File: src/rtl/lcd_text_driver.sv
// Paints a 32-character text frame onto a 16x2 HD44780 LCD (8-bit mode):
// power-up delay, init command sequence, then an endless two-line refresh.
module lcd_text_driver #(
  parameter int unsigned POWERUP_CYC    = 750000,
  parameter int unsigned SETUP_CYC      = 2,
  parameter int unsigned E_PULSE_CYC    = 12,
  parameter int unsigned CMD_WAIT_CYC   = 2000,
  parameter int unsigned CLEAR_WAIT_CYC = 82000
) (
  input  logic         Clk,
  input  logic         reset,
  input  logic [256:0] textIn,
  output logic         LCD_RS,
  output logic         LCD_RW,
  output logic         LCD_E,
  output logic [7:0]   LCD_DB,
  output logic         ready,
  output logic         frame_done
);

  typedef enum logic [2:0] {
    S_POWERUP, S_INIT, S_FRAME_START, S_ADDR1,
    S_LINE1, S_ADDR2, S_LINE2, S_FRAME_END
  } state_t;

  typedef enum logic [1:0] {PH_SETUP, PH_PULSE, PH_HOLD, PH_WAIT} phase_t;

  state_t         state_q, state_d;
  phase_t         phase_q, phase_d;
  logic [31:0]    cnt_q, cnt_d;
  logic [4:0]     idx_q, idx_d;
  logic [255:0]   snap_q, snap_d;
  logic           rs_q, rs_d;
  logic [7:0]     db_q, db_d;
  logic           e_q, e_d;
  logic           ready_q, ready_d;
  logic           done_q, done_d;

  logic           writing;
  logic           write_done;
  logic [31:0]    wait_len;
  logic [7:0]     line_char;
  logic [7:0]     init_byte;

  logic           unused_textin_msb;
  assign unused_textin_msb = textIn[256];

  assign writing  = state_q inside {S_INIT, S_ADDR1, S_LINE1, S_ADDR2, S_LINE2};
  // The byte on the bus during WAIT is the one just written, so it selects the wait length.
  assign wait_len = (!rs_q && db_q == 8'h01) ? CLEAR_WAIT_CYC : CMD_WAIT_CYC;

  always_comb begin
    state_d    = state_q;
    phase_d    = phase_q;
    cnt_d      = cnt_q + 32'd1;
    idx_d      = idx_q;
    snap_d     = snap_q;
    rs_d       = rs_q;
    db_d       = db_q;
    ready_d    = ready_q;
    done_d     = 1'b0;
    write_done = 1'b0;
    line_char  = 8'h00;
    init_byte  = 8'h00;

    if (writing) begin
      unique case (phase_q)
        PH_SETUP: if (cnt_q == SETUP_CYC - 1) begin
          phase_d = PH_PULSE;
          cnt_d   = '0;
        end
        PH_PULSE: if (cnt_q == E_PULSE_CYC - 1) begin
          phase_d = PH_HOLD;
          cnt_d   = '0;
        end
        PH_HOLD: begin
          phase_d = PH_WAIT;
          cnt_d   = '0;
        end
        PH_WAIT: if (cnt_q == wait_len - 1) begin
          phase_d    = PH_SETUP;
          cnt_d      = '0;
          write_done = 1'b1;
        end
        default: ;
      endcase
    end

    unique case (state_q)
      S_POWERUP: if (cnt_q == POWERUP_CYC - 1) begin
        state_d = S_INIT;
        phase_d = PH_SETUP;
        cnt_d   = '0;
        idx_d   = '0;
      end
      S_INIT: if (write_done) begin
        if (idx_q == 5'd5) begin
          state_d = S_FRAME_START;
          ready_d = 1'b1;
        end else begin
          idx_d = idx_q + 5'd1;
        end
      end
      S_FRAME_START: begin
        snap_d  = textIn[255:0];
        state_d = S_ADDR1;
        phase_d = PH_SETUP;
        cnt_d   = '0;
        idx_d   = '0;
      end
      S_ADDR1: if (write_done) state_d = S_LINE1;
      S_LINE1: if (write_done) begin
        idx_d = idx_q + 5'd1;
        if (idx_q == 5'd15) state_d = S_ADDR2;
      end
      S_ADDR2: if (write_done) state_d = S_LINE2;
      // Index parks at 31 through FRAME_END; FRAME_START rewinds it.
      S_LINE2: if (write_done) begin
        if (idx_q == 5'd31) state_d = S_FRAME_END;
        else                idx_d   = idx_q + 5'd1;
      end
      S_FRAME_END: begin
        done_d  = 1'b1;
        state_d = S_FRAME_START;
        cnt_d   = '0;
      end
      default: state_d = S_POWERUP;
    endcase

    // Bus contents are loaded as each write enters SETUP and held until the next one.
    line_char = snap_d[{~idx_d, 3'b000} +: 8];
    unique case (idx_d)
      5'd0, 5'd1, 5'd2: init_byte = 8'h38;
      5'd3:             init_byte = 8'h0C;
      5'd4:             init_byte = 8'h01;
      default:          init_byte = 8'h06;
    endcase
    if (phase_d == PH_SETUP) begin
      unique case (state_d)
        S_INIT:  begin rs_d = 1'b0; db_d = init_byte; end
        S_ADDR1: begin rs_d = 1'b0; db_d = 8'h80;     end
        S_ADDR2: begin rs_d = 1'b0; db_d = 8'hC0;     end
        S_LINE1,
        S_LINE2: begin rs_d = 1'b1; db_d = line_char; end
        default: ;
      endcase
    end
    e_d = (phase_d == PH_PULSE) &&
          (state_d inside {S_INIT, S_ADDR1, S_LINE1, S_ADDR2, S_LINE2});
  end

  always_ff @(posedge Clk or posedge reset) begin
    if (reset) begin
      state_q <= S_POWERUP;
      phase_q <= PH_SETUP;
      cnt_q   <= '0;
      idx_q   <= '0;
      snap_q  <= '0;
      rs_q    <= 1'b0;
      db_q    <= '0;
      e_q     <= 1'b0;
      ready_q <= 1'b0;
      done_q  <= 1'b0;
    end else begin
      state_q <= state_d;
      phase_q <= phase_d;
      cnt_q   <= cnt_d;
      idx_q   <= idx_d;
      snap_q  <= snap_d;
      rs_q    <= rs_d;
      db_q    <= db_d;
      e_q     <= e_d;
      ready_q <= ready_d;
      done_q  <= done_d;
    end
  end

  assign LCD_RS     = rs_q;
  assign LCD_RW     = 1'b0;
  assign LCD_E      = e_q;
  assign LCD_DB     = db_q;
  assign ready      = ready_q;
  assign frame_done = done_q;

endmodule

File: config.mk
export PLATFORM = sky130hd
export DESIGN_NAME = lcd_text_driver
export DESIGN_NICKNAME = d
export VERILOG_FILES = /design/src/rtl/lcd_text_driver.sv
export SDC_FILE = /design/constraint.sdc
export NUM_CORES = 1
export LEC_CHECK = 0
export ABC_AREA = 1
export ABC_CLOCK_PERIOD_IN_PS = 26100
export CORE_ASPECT_RATIO = 0.5
export CORE_MARGIN = 2
export CORE_UTILIZATION = 25
export CTS_CLUSTER_DIAMETER = 60
export DETAILED_ROUTE_END_ITERATION = 7
export GPL_TIMING_DRIVEN = 0
export SLEW_MARGIN = 20
export SYNTH_ARGS = -nofsm -noshare
export SYNTH_HDL_FRONTEND = slang
export SYNTH_SLANG_ARGS = --single-unit
File: constraint.sdc
create_clock -name Clk -period 26.1 [get_ports Clk]
set_input_delay 6.525 -clock Clk [delete_from_list [all_inputs] [get_ports Clk]]
set_output_delay 6.525 -clock Clk [all_outputs]
set_load 0.02 [all_outputs]
After elaboration in Yosys (flattened, before gate mapping)
Cells that the tools add are included.
{ "op_classes": {"reduce_logical": 18, "n_bitwise": 1, "addsub": 3, "muxes": 40, "shifts": 1, "n_eq_ne": 28} }
{ "op_table": {"columns": ["op", "count"], "rows": [
  ["two-way mux 256 bit", 1],
  ["variable part select 256 x 9 -> 8 bit", 1],
  ["two-way mux 32 bit", 5],
  ["case mux 32 bit (4 select lines)", 1],
  ["case mux 32 bit (2 select lines)", 1],
  ["adder 32 x 1 -> 32 bit (second input constant)", 1],
  ["== test 32 x 1 -> 1 bit (second input constant)", 1],
  ["== test 32 x 20 -> 1 bit (second input constant)", 1],
  ["== test 32 bit", 1],
  ["== test 32 x 4 -> 1 bit (second input constant)", 1],
  ["case mux 8 bit (4 select lines)", 1],
  ["two-way mux 5 bit", 6],
  ["two-way mux 3 bit", 9],
  ["case mux 5 bit (5 select lines)", 1],
  ["case mux 3 bit (8 select lines)", 1],
  ["== test 3 bit (second input constant)", 7],
  ["case mux 6 bit (3 select lines)", 1],
  ["subtractor 17 x 1 -> 18 bit (second input constant)", 1],
  ["two-way mux 17 bit", 1],
  ["== test 5 x 2 -> 1 bit (second input constant)", 2],
  ["== test 5 x 3 -> 1 bit (second input constant)", 2],
  ["two-way mux 2 bit", 5],
  ["nonzero test 5 bit", 2],
  ["== test 3 x 2 -> 1 bit (second input constant)", 3],
  ["other kinds (24)", 35]
]} }
{ "word_totals": {"out_inout_bits": 13, "reg_bits": 310, "input_bits": 259, "elab_cells": 101} }

Logic depth before layout (Yosys ltp)
Gate-level depths: netlist of run 1.
{ "depth": {"word_depth": 14, "depth_mapped": 29, "mapped_depth_nobuf": 27} }

Least setup slack after synthesis of run 1
No wires, ideal clock.
{ "synth_timing": {"path_kind": "input-to-reg", "start": "input port textIn[70]", "end": "register db_q[6] (netlist: LCD_DB[6])", "t_required_ns": 25.983, "cell_stages": 14, "arrival_ns": 7.374, "setup_slack_ns": 18.609, "path_cell_list": "o21ai_0 -> nand3_1 -> nand2_1 -> nand2_1 -> nand2_1 -> nand2_1 -> nand2_1 -> inv_1 -> nand2_1 -> nand2_1 -> nand3_1 -> nand2_1 -> nand2_1 -> nand2_1"} }
{ "synth_between": {"elab_chain_cells": 3} }
{ "synth_lines": {"columns": ["element", "line_no", "text"], "rows": [
  ["start: declaration", "12", "input logic [256:0] textIn,"],
  ["two-way mux 256 bit", "89", "unique case (state_q)"],
  ["variable part select 256 x 9 -> 8 bit", "131", "line_char = snap_d[{~idx_d, 3'b000} +: 8];"],
  ["case mux 8 bit (4 select lines)", "139", "unique case (state_d)"],
  ["end signal: assignment", "160", "db_q <= '0;"],
  ["end signal: assignment", "171", "db_q <= db_d;"],
  ["end: declaration", "34", "logic [7:0] db_q, db_d;"]
]} }
Every way passes these cells.
A chain may end at the register's enable or synchronous reset.

Final worst setup path of run 1
{ "layout_timing": {"start": "register db_q[0] (netlist: LCD_DB[0])", "end": "output port LCD_DB[0]"} }
{ "layout_lines": {"columns": ["element", "line_no", "text"], "rows": [
  ["end: declaration", "16", "output logic [7:0] LCD_DB,"]
]} }
No word-level cell between the ends.

==> results of run 1 <==
[power by group through the flow]
stage                     combinational [mW]  clock, mW  sequential (mW)
after floorplan                      0.00723          0            0.490
after global placement                0.0572          0            0.490
after detailed placement              0.0589          0            0.489
after CTS                             0.0593      0.484            0.481
after global routing                  0.0606      0.505            0.480
final                                 0.0578      0.477            0.481
[state kept, by name, summed over array words and instances, names as in the netlist]
register / count
snap_q: 256
cnt_q: 32
LCD_DB: 8
idx_q: 5
state_q: 3
phase_q: 2
LCD_E: 1
LCD_RS: 1
frame_done: 1
ready: 1
[cell type report]
cell class | instances | area [sq um] | share of cell area
diodes | 4 | 10.0 | 0.000466
well taps | 884 | 1110 | 0.0515
flip-flops and latches | 310 | 7760 | 0.362
clock buffers | 51 | 997 | 0.0465
inverters | 307 | 1160 | 0.0541
plain buffers | 96 | 458 | 0.0213
multi-input cells | 1475 | 7120 | 0.332
clock inverters | 7 | 71.3 | 0.00332
repair buffers | 272 | 2780 | 0.129
[kinds of logic (layout without fill, tap and decap cells)]
group	Yosys count	count (layout)	share of synthesized area
adder cells (fa/ha/maj)	7	7	0.00531
AND/OR/NAND/NOR	1134	1134	0.311
multiplexers	14	14	0.00850
AO/OA/AOI/OAI	294	294	0.0933
XOR/XNOR	25	25	0.0133
other	1	5	0.000227
buffers and inverters	403	733	0.0976
flip-flops	310	310	0.470
[cell usage in the layout, fill, tap and decap left out, types with 3 or more instances in the layout]
cell type	Yosys	final
ha_1	7	7
clkdlybuf4s50_1	0	269
nand3_1	113	113
xor2_1	21	21
buf_2	21	21
nor3_1	36	36
nor2_2	9	9
buf_4	4	4
inv_1	289	288
a21oi_1	22	22
or2_2	181	181
clkbuf_16	0	36
inv_2	15	15
o21ai_1	38	38
diode_2	0	4
o2111ai_1	4	4
buf_16	0	3
clkbuf_8	0	4
clkbuf_1	63	74
nand4_1	24	24
nor4_1	4	4
o21ai_0	215	215
nand3b_1	6	6
mux2i_1	14	14
nand2_2	5	5
dfrtp_1	310	310
nor2_4	4	4
nor2_1	131	131
clkinv_1	3	3
buf_6	6	6
xnor2_1	4	4
nand2_1	611	611
[worst paths after layout]
kind	startpoint	end	slack [ps]
worst max-delay path	LCD_DB[0]	LCD_DB[0]	17970
worst min-delay path	snap_q[181]	snap_q[181]	470
worst max register to register	cnt_q[0]	LCD_DB[2]	22060
worst min register to register	snap_q[181]	snap_q[181]	470
max in group asynchronous	reset	snap_q[68]	18430
min in group asynchronous	reset	cnt_q[29]	6480
[metrics by stage]
| stage | area, sq um | power [mW] | utilization | hold WS (ps) |
|---|---|---|---|---|
| after floorplan | 16500 | 0.497 | - | 433 |
| after global placement | 20300 | 0.547 | 0.312 | 447 |
| after detailed placement | 20400 | 0.548 | 0.313 | 450 |
| after CTS | 21400 | 1.02 | 0.330 | 465 |
| after global routing | 21500 | 1.05 | 0.330 | 485 |
| final | 21500 | 1.02 | 0.330 | 468 |
[layer usage]
| layer | global-route usage | vias to the layer above |
|---|---|---|
| met1 | 0.217 | 7429 |
| met4 | 0.0687 | 0 |
| li1 | - | 7421 |
| met5 | 0 | - |
| met3 | 0.0231 | 106 |
| met2 | 0.320 | 430 |
==> results.yml, run 1 <==
outcome:
  status: "finished, final reports clean"
logic_synthesis:
  syn_area_sq_um: 16500
  synth_async_sr_flop_share: 1.00
  synth-edff-count: 0
  syn-num-nets: 2454
  synthMostInstantiatedCell: "nand2_1"
  ys_seq_area_frac: 0.470
  yosys-top-cells-count: "nand2_1, dfrtp_1, inv_1, o21ai_0, or2_2"
  synthCells: 2188
  yosysWarnings: 0
  synth_area_per_cell_sq_um: 7.54
  yosys_most_used_dff: "dfrtp_1"
  synth_area_leaders: "dfrtp_1, nand2_1, or2_2"
  synth_top_area_cell: "dfrtp_1"
  synth.distinct_cells: 52
  yosysTopAreaCellShare: 0.470
  ys_ff_latch: 310
pwr:
  pwr-share-comb: 0.057
  p_sw_mw: 0.232
  power_frac_clock: 0.470
  leakagePower_nw: 12.2
  p_int_mw: 0.783
  powerDensity_nw_per_um2: 47.3
  vdd_drop_max_uv: 46.7
  p_seq_frac: 0.473
  switching_share: 0.229
placement:
  portBuffers: 269
  pre_cts_ws_ps: 17740
  dp_hpwl_mm: 47.2
  dpl.cell_count: 3344
  routabilityCongestion: 0.879
worst_hold_path:
  hold_path_class: "reg -> reg"
  hold_depth: 2
clock_tree:
  clockRootBuffer: "clkbuf_16"
  clk-insertion-delay-late_ps: 550
  cts.hold.buffers_added: 0
  cts_tree: "done"
  cts.clk_slew.worst_paths_ps: 60
  post-cts-setup-buffer-count: 0
  post_cts_resized: 0
  cts_max_path_buffers: 3
  cts_htree_levels: 2
  cts.sinks: 310
  numCtsBuffers: 36
floorplanning:
  coreArea_sq_um: 65100
  dieArea_sq_um: 68200
  io_pins: 272
  start_util: 0.253
  die_x_microns: 367
  rows: 66
  die_h_microns: 186
detailed_routing:
  first_pass_iters: 6
  route.vias.total: 15400
  drc_errors: 0
  vias_per_cell: 4.52
  route.met3.wl_mm: 2.71
  postRouteWirelength_mm: 61.5
  highest_layer: "met4"
  drt_iter0_drc: 1226
  wl_met1_mm: 25.2
  dr_wl_met2_mm: 31.3
  routedWlPerCell_microns: 18.1
  ant_nets: 0
setup_path:
  path_class: "reg -> out"
  critical_path.max_stage_delay_ps: 640
  critPathTopFamily: "buffers and inverters"
  crit_path_cell_trace: "clkdlybuf4s50_1"
  worst-path-buf-inv: 1
  cp.depth: 1
  worstPathRequired_ps: 19580
  cpMaxStageDelayCell: "clkdlybuf4s50_1"
  critPathLaunchType: "register"
  cp_max_fo: 4
  cp_data_arrival_time_ps: 1610
  endpoint_kind: "output pin"
  r2r_cells: 22
timing:
  slew_headroom: 0.373
  fin_skew_ps: 17.8
  finalHoldViolations: 0
  setup_slack_ps: 17970
  worst_pin_slew_ps: 934
  fin_setup_tns_ps: 0
  finalCritPeriodShare: 0.312
  post-route-min-period_ps: 8130
  fmax_ghz: 0.123
  rsz0062_at_grt: "no"
  maxSlewViolCount: 0
  setup_viol: 0
cells_and_area:
  syn_to_final_growth_pct: 30.1
  fillCellCount: 7046
  nets: 2764
  fin_cells: 3406
  drive_above_1_share: 0.122
grt:
  grt_pass1_vias: 15200
  grt.total_usage: 0.177
  overflow: 0
  grt_max_degree: 99
  grt_first_pass_wirelength_mm: 92.4
  antenna_found_initial: 4
flow_run:
  cap_violations: 0
No activity file was read; power rests on OpenSTA's default activity.
==> inputs of run 2 (changes only) <==
--- a/config.mk
+++ b/config.mk
@@ -6,7 +6,7 @@
 export NUM_CORES = 1
 export LEC_CHECK = 0
 export ABC_AREA = 1
-export ABC_CLOCK_PERIOD_IN_PS = 26100
+export ABC_CLOCK_PERIOD_IN_PS = 6600
 export CORE_ASPECT_RATIO = 0.5
 export CORE_MARGIN = 2
 export CORE_UTILIZATION = 25
==> constraint.sdc (replaced) <==
create_clock -name Clk -period 6.6 [get_ports Clk]
set_input_delay 1.65 -clock Clk [delete_from_list [all_inputs] [get_ports Clk]]
set_output_delay 1.65 -clock Clk [all_outputs]
set_load 0.02 [all_outputs]
==> run 2 against run 1 <==
Compared with the run above: sequential power increased to 4.0 times the previous value; clock power rose to 4.3 times the previous value; final cell count up 0.41%; via count increased by 0.53%; non-clock buffer count grew 8; die area did not move; final area is 1.3% higher; setup slack lost 15000 ps; largest power group is now clock.
==> results.yml, run 2 (same netlist as run 1, synthesis figures left out) <==
detailed_routing:
  route.vias.total: 15500
  drt_iter0_drc: 1239
  routedWlPerCell_microns: 17.9
  postRouteWirelength_mm: 61.3
  first_pass_iters: 5
  ant_nets: 0
  drc_errors: 0
  vias_per_cell: 4.52
grt:
  grt_first_pass_wirelength_mm: 93.2
  overflow: 0
  antenna_found_initial: 6
  grt.total_usage: 0.178
  grt_max_degree: 33
  grt_pass1_vias: 15600
timing:
  post-route-min-period_ps: 4020
  setup_viol: 0
  worst_pin_slew_ps: 866
  slew_headroom: 0.423
  finalHoldViolations: 0
  rsz0062_at_grt: "no"
  finalCritPeriodShare: 0.610
  maxSlewViolCount: 0
  fmax_ghz: 0.249
  holdWs_ps: 465
  fin_skew_ps: 21.0
floorplanning:
  die_x_microns: 367
  dieArea_sq_um: 68200
  coreArea_sq_um: 65100
  rows: 66
  start_util: 0.253
  io_pins: 272
  die_h_microns: 186
setup_path:
  worst-path-buf-inv: 3
  cp_data_arrival_time_ps: 4490
  critPathTopFamily: "simple AND/OR/NAND/NOR gates"
  reg2reg_setup_slack_ps: 2580
  r2r_cells: 22
  crit_path_cell_trace: "ha_1, nand3_1, nor2_1, nand2_1, clkinv_1, nand2_1, nor2_4, nand4_4, nand2_1, nand3_1, nand2_1, clkinv_1, nand2_1, nand2_1, nand2_1, clkbuf_1, nand4_1, nand3_1, nand2_1, nand2_1, nand3_1, a21oi_1"
  cp_max_fo: 10
  crit_top_cell: "nand2_1"
  critPathLaunchType: "register"
  worstPathRequired_ps: 7060
  endpoint_kind: "register"
  cp.depth: 22
  critical_path.max_stage_delay_ps: 680
  cpMaxStageDelayCell: "clkbuf_1"
  path_class: "reg -> reg"
pwr:
  leakagePower_nw: 12.3
  powerDensity_nw_per_um2: 193
  vdd_drop_max_uv: 150
placement:
  routabilityCongestion: 0.903
  dp_hpwl_mm: 47.6
  portBuffers: 269
clock_tree:
  cts_max_path_buffers: 3
  cts.sinks: 310
  cts_htree_levels: 2
  clk-insertion-delay-late_ps: 550
  clockRootBuffer: "clkbuf_16"
  numCtsBuffers: 36
  post-cts-setup-buffer-count: 0
  cts.hold.buffers_added: 0
  cts.clk_slew.worst_paths_ps: 60
  cts_tree: "done"
  post_cts_resized: 0
worst_hold_path:
  hold_path_class: "reg -> reg"
  hold_depth: 2
flow_run:
  cap_violations: 0
cells_and_area:
  nets: 2772
  final_common_cell: "nand2_1"
  largest_reg_flops: 256
  syn_to_final_growth_pct: 31.8
  top_register: "snap_q"
  post-route-util: 0.334
  drive_above_1_share: 0.127
  final_cell_mix: "nand2_1, dfrtp_1, inv_1, clkdlybuf4s50_1, o21ai_0"
outcome:
  status: "finished, final reports clean"
-- run 2: through the flow --
step / total power [mW] / instance area (sq um) / setup slack (ps) / setup TNS [ps] / instances
detailed placement: 2.18 / 20500 / 2690 / 0 / 3352
CTS: 4.23 / 21700 / 2670 / 0 / 3414
global placement: 2.16 / 20300 / -1720 / -522320 / 3341
global route: 4.31 / 21700 / 2300 / 0 / 3420
finish: 4.19 / 21700 / 2580 / 0 / 3420
floorplan: 1.97 / 16500 / 823 / 0 / 2188
-- run 2: layout make-up --
class                   count  area, sq um
diodes                      6         15.0
plain buffers              96          458
clock buffers              53         1040
clock inverters             9          154
fillers                  6983        43300
inverters                 307         1160
multi-input cells        1475         7120
flip-flops and latches    310         7760
well taps                 884         1110
repair buffers            280         2920
-- run 2: final timing paths --
kind,startpoint,to
worst max-delay path,cnt_q[0],LCD_DB[2]
worst min-delay path,snap_q[224],snap_q[224]
worst max register to register,cnt_q[0],LCD_DB[2]
worst min register to register,snap_q[224],snap_q[224]
max in group asynchronous,reset,snap_q[180]
min in group asynchronous,reset,snap_q[248]
-- run 2: routing by layer --
metal / GRT usage / wire [microns]
met4: 0.0849 / 2840
met3: 0.0182 / 2670
met1: 0.217 / 24900
met2: 0.319 / 30900
met5: 0 / 0
-- run 2: worst min-delay path, stage by stage, from the launching register on --
cell     delay (ps)
dfrtp_1         320
nand2_1          50
nand2_1          60
-- run 2: report_power, final --
| part | internal, mW | switching (mW) | total (mW) |
|---|---|---|---|
| Sequential | 1.90 | 0 | 1.90 |
| Combinational | 0.148 | 0.0899 | 0.238 |
| Clock | 1.22 | 0.830 | 2.05 |
==> inputs of run 3 (changes only) <==
--- a/config.mk
+++ b/config.mk
@@ -6,7 +6,7 @@
 export NUM_CORES = 1
 export LEC_CHECK = 0
 export ABC_AREA = 1
-export ABC_CLOCK_PERIOD_IN_PS = 6600
+export ABC_CLOCK_PERIOD_IN_PS = 3910
 export CORE_ASPECT_RATIO = 0.5
 export CORE_MARGIN = 2
 export CORE_UTILIZATION = 25
==> constraint.sdc (replaced) <==
create_clock -name Clk -period 3.91 [get_ports Clk]
set_input_delay 0.9775 -clock Clk [delete_from_list [all_inputs] [get_ports Clk]]
set_output_delay 0.9775 -clock Clk [all_outputs]
set_load 0.02 [all_outputs]
==> run 3 against run 2 <==
Compared with the run above: combinational power is 68% higher; count of clock-buffer cells in the layout stayed put; critical path depth stayed put; first-iteration DRC count is 9.9% higher; critical path type unchanged; critical endpoint is now LCD_DB[1]; highest routed layer unchanged.
==> results.yml, run 3 (same netlist as run 1, synthesis figures left out) <==
cells_and_area:
  final_cell_mix: "nand2_1, dfrtp_1, inv_1, clkdlybuf4s50_1, o21ai_0"
  multiInputGateArea_sq_um: 7170
  final_common_cell: "nand2_1"
  syn_to_final_growth_pct: 32.7
  final_area_sq_um: 21900
  fillCellCount: 6968
  largest_reg_flops: 256
  top_register: "snap_q"
  post-route-util: 0.336
  nets: 2779
  seq_area_sq_um: 7760
  drive_above_1_share: 0.137
timing:
  fin_skew_ps: 21.7
  slew_headroom: 0.418
  finalHoldViolations: 0
  finalCritPeriodShare: 0.946
  worst_pin_slew_ps: 868
  setup_viol: 0
  post-route-min-period_ps: 3700
  maxSlewViolCount: 0
  fmax_ghz: 0.270
  fin_setup_tns_ps: 0
setup_path:
  crit_start: "cnt_q[0]"
  worstPathRequired_ps: 4330
  cp_max_fo: 10
  critical_path.max_stage_delay_ps: 400
  r2r_start: "cnt_q[0]"
  crit_top_cell: "nand2_1"
  critPathTopFamily: "simple AND/OR/NAND/NOR gates"
  crit_path_cell_trace: "ha_2, nand3_2, nor2_2, nand2_1, clkinv_1, nand4_2, nor3_4, nand2_1, nand2_1, nand2_1, a21oi_2, buf_4, nand2_4, inv_2, clkbuf_4, nand2_1, nand3_1, nand3_1, nand2_1, nand2_1, nand3_1, a21oi_1"
  path_class: "reg -> reg"
  worst-path-buf-inv: 4
  cpMaxStageDelayCell: "dfrtp_1"
  endpoint_kind: "register"
  cp_data_arrival_time_ps: 4120
  critPathLaunchType: "register"
placement:
  routabilityCongestion: 0.903
  portBuffers: 269
  dp_hpwl_mm: 47.6
  dpl_cell_area_sq_um: 20500
floorplanning:
  start_util: 0.253
  die_x_microns: 367
  coreArea_sq_um: 65100
  die_h_microns: 186
  io_pins: 272
  rows: 66
  dieArea_sq_um: 68200
clock_tree:
  cts.sinks: 310
  clockRootBuffer: "clkbuf_16"
  cts_max_path_buffers: 3
  cts_tree: "done"
  clk-insertion-delay-late_ps: 560
  cts.clk_slew.worst_paths_ps: 60
  numCtsBuffers: 36
  cts_htree_levels: 2
detailed_routing:
  drt_iter0_drc: 1362
  ant_nets: 0
  vias_per_cell: 4.53
  dr_wl_met2_mm: 31.0
  drc_errors: 0
  first_pass_iters: 6
  highest_layer: "met4"
  routedWlPerCell_microns: 18.0
  route.met3.wl_mm: 2.65
  postRouteWirelength_mm: 61.6
  wl_met1_mm: 25.0
  route.vias.total: 15500
pwr:
  powerDensity_nw_per_um2: 323
  leakagePower_nw: 12.4
  vdd_drop_max_uv: 253
  power_mw: 7.07
worst_hold_path:
  hp-start: "snap_q[224]"
  hold_path_class: "reg -> reg"
grt:
  grt_pass1_vias: 15600
  grt_first_pass_wirelength_mm: 93.2
  grt_max_degree: 33
  overflow: 0
  grt.total_usage: 0.178
  antenna_found_initial: 6
flow_run:
  cap_violations: 0
outcome:
  status: "finished, final reports clean"
==> run 3: changes by cell type in the layout (fill, tap and decap cells not counted), moves of 2 or more <==
cell	change
buf_4	+7
buf_2	-6
clkbuf_2	+7
clkbuf_1	-7
nor2_1	-4
nor2_2	+4
nand3_1	-2
buf_6	+2
nand3_2	+2
clkbuf_4	+4
==> run 3: per-stage QoR <==
stage	hold WS [ps]	cells	worst slack (ps)
global route	478	3427	-29.6
floorplan	433	2188	-1190
global placement	448	3341	-3740
finish	465	3428	210
detailed placement	451	3352	3.10
CTS	467	3414	56.9
==> run 3: worst min-delay path, stage by stage, from the launching register on <==
cell	delay (ps)
dfrtp_1	320
nand2_1	50
nand2_1	60
==> run 3: layout make-up <==
cell class | count | area share
antenna | 7 | 0.000801
buffer | 96 | 0.0225
clock buffer | 53 | 0.0477
clock inverter | 9 | 0.00703
inverter | 307 | 0.0529
multi-input combinational | 1475 | 0.327
sequential | 310 | 0.355
tap | 884 | 0.0505
timing repair buffer | 287 | 0.136
==> run 3: worst paths after layout <==
kind / end / slack, ps / cells past startpoint
worst max register to register: LCD_DB[1] / 210 / 22
worst min register to register: snap_q[224] / 470 / 2
max in group asynchronous: snap_q[180] / 1900 / 6
worst max-delay path: LCD_DB[1] / 210 / 22
min in group asynchronous: snap_q[248] / 820 / 2
worst min-delay path: snap_q[224] / 470 / 2
==> run 3: timing repair <==
action	4_1_cts	5_1_grt
pin swaps	0	3
setup endpoints to repair	1	8
hold buffers	0	0
setup buffers	0	7
gates resized for setup	1	39
==> run 3: routing by layer <==
| layer | track usage | vias to the layer above |
|---|---|---|
| li1 | - | 7460 |
| met1 | 0.217 | 7523 |
| met2 | 0.318 | 411 |
| met3 | 0.0185 | 136 |
| met4 | 0.0869 | 0 |
| met5 | 0 | - |
==> run 3: power breakdown <==
| part | total (mW) | switching, mW | internal, mW | leakage [nW] |
|---|---|---|---|---|
| clock | 3.46 | 1.40 | 2.06 | 0.587 |
| combinational | 0.401 | 0.152 | 0.249 | 7.85 |
| sequential | 3.21 | 0 | 3.21 | 3.95 |
| total | 7.07 | 1.55 | 5.52 | 12.4 |
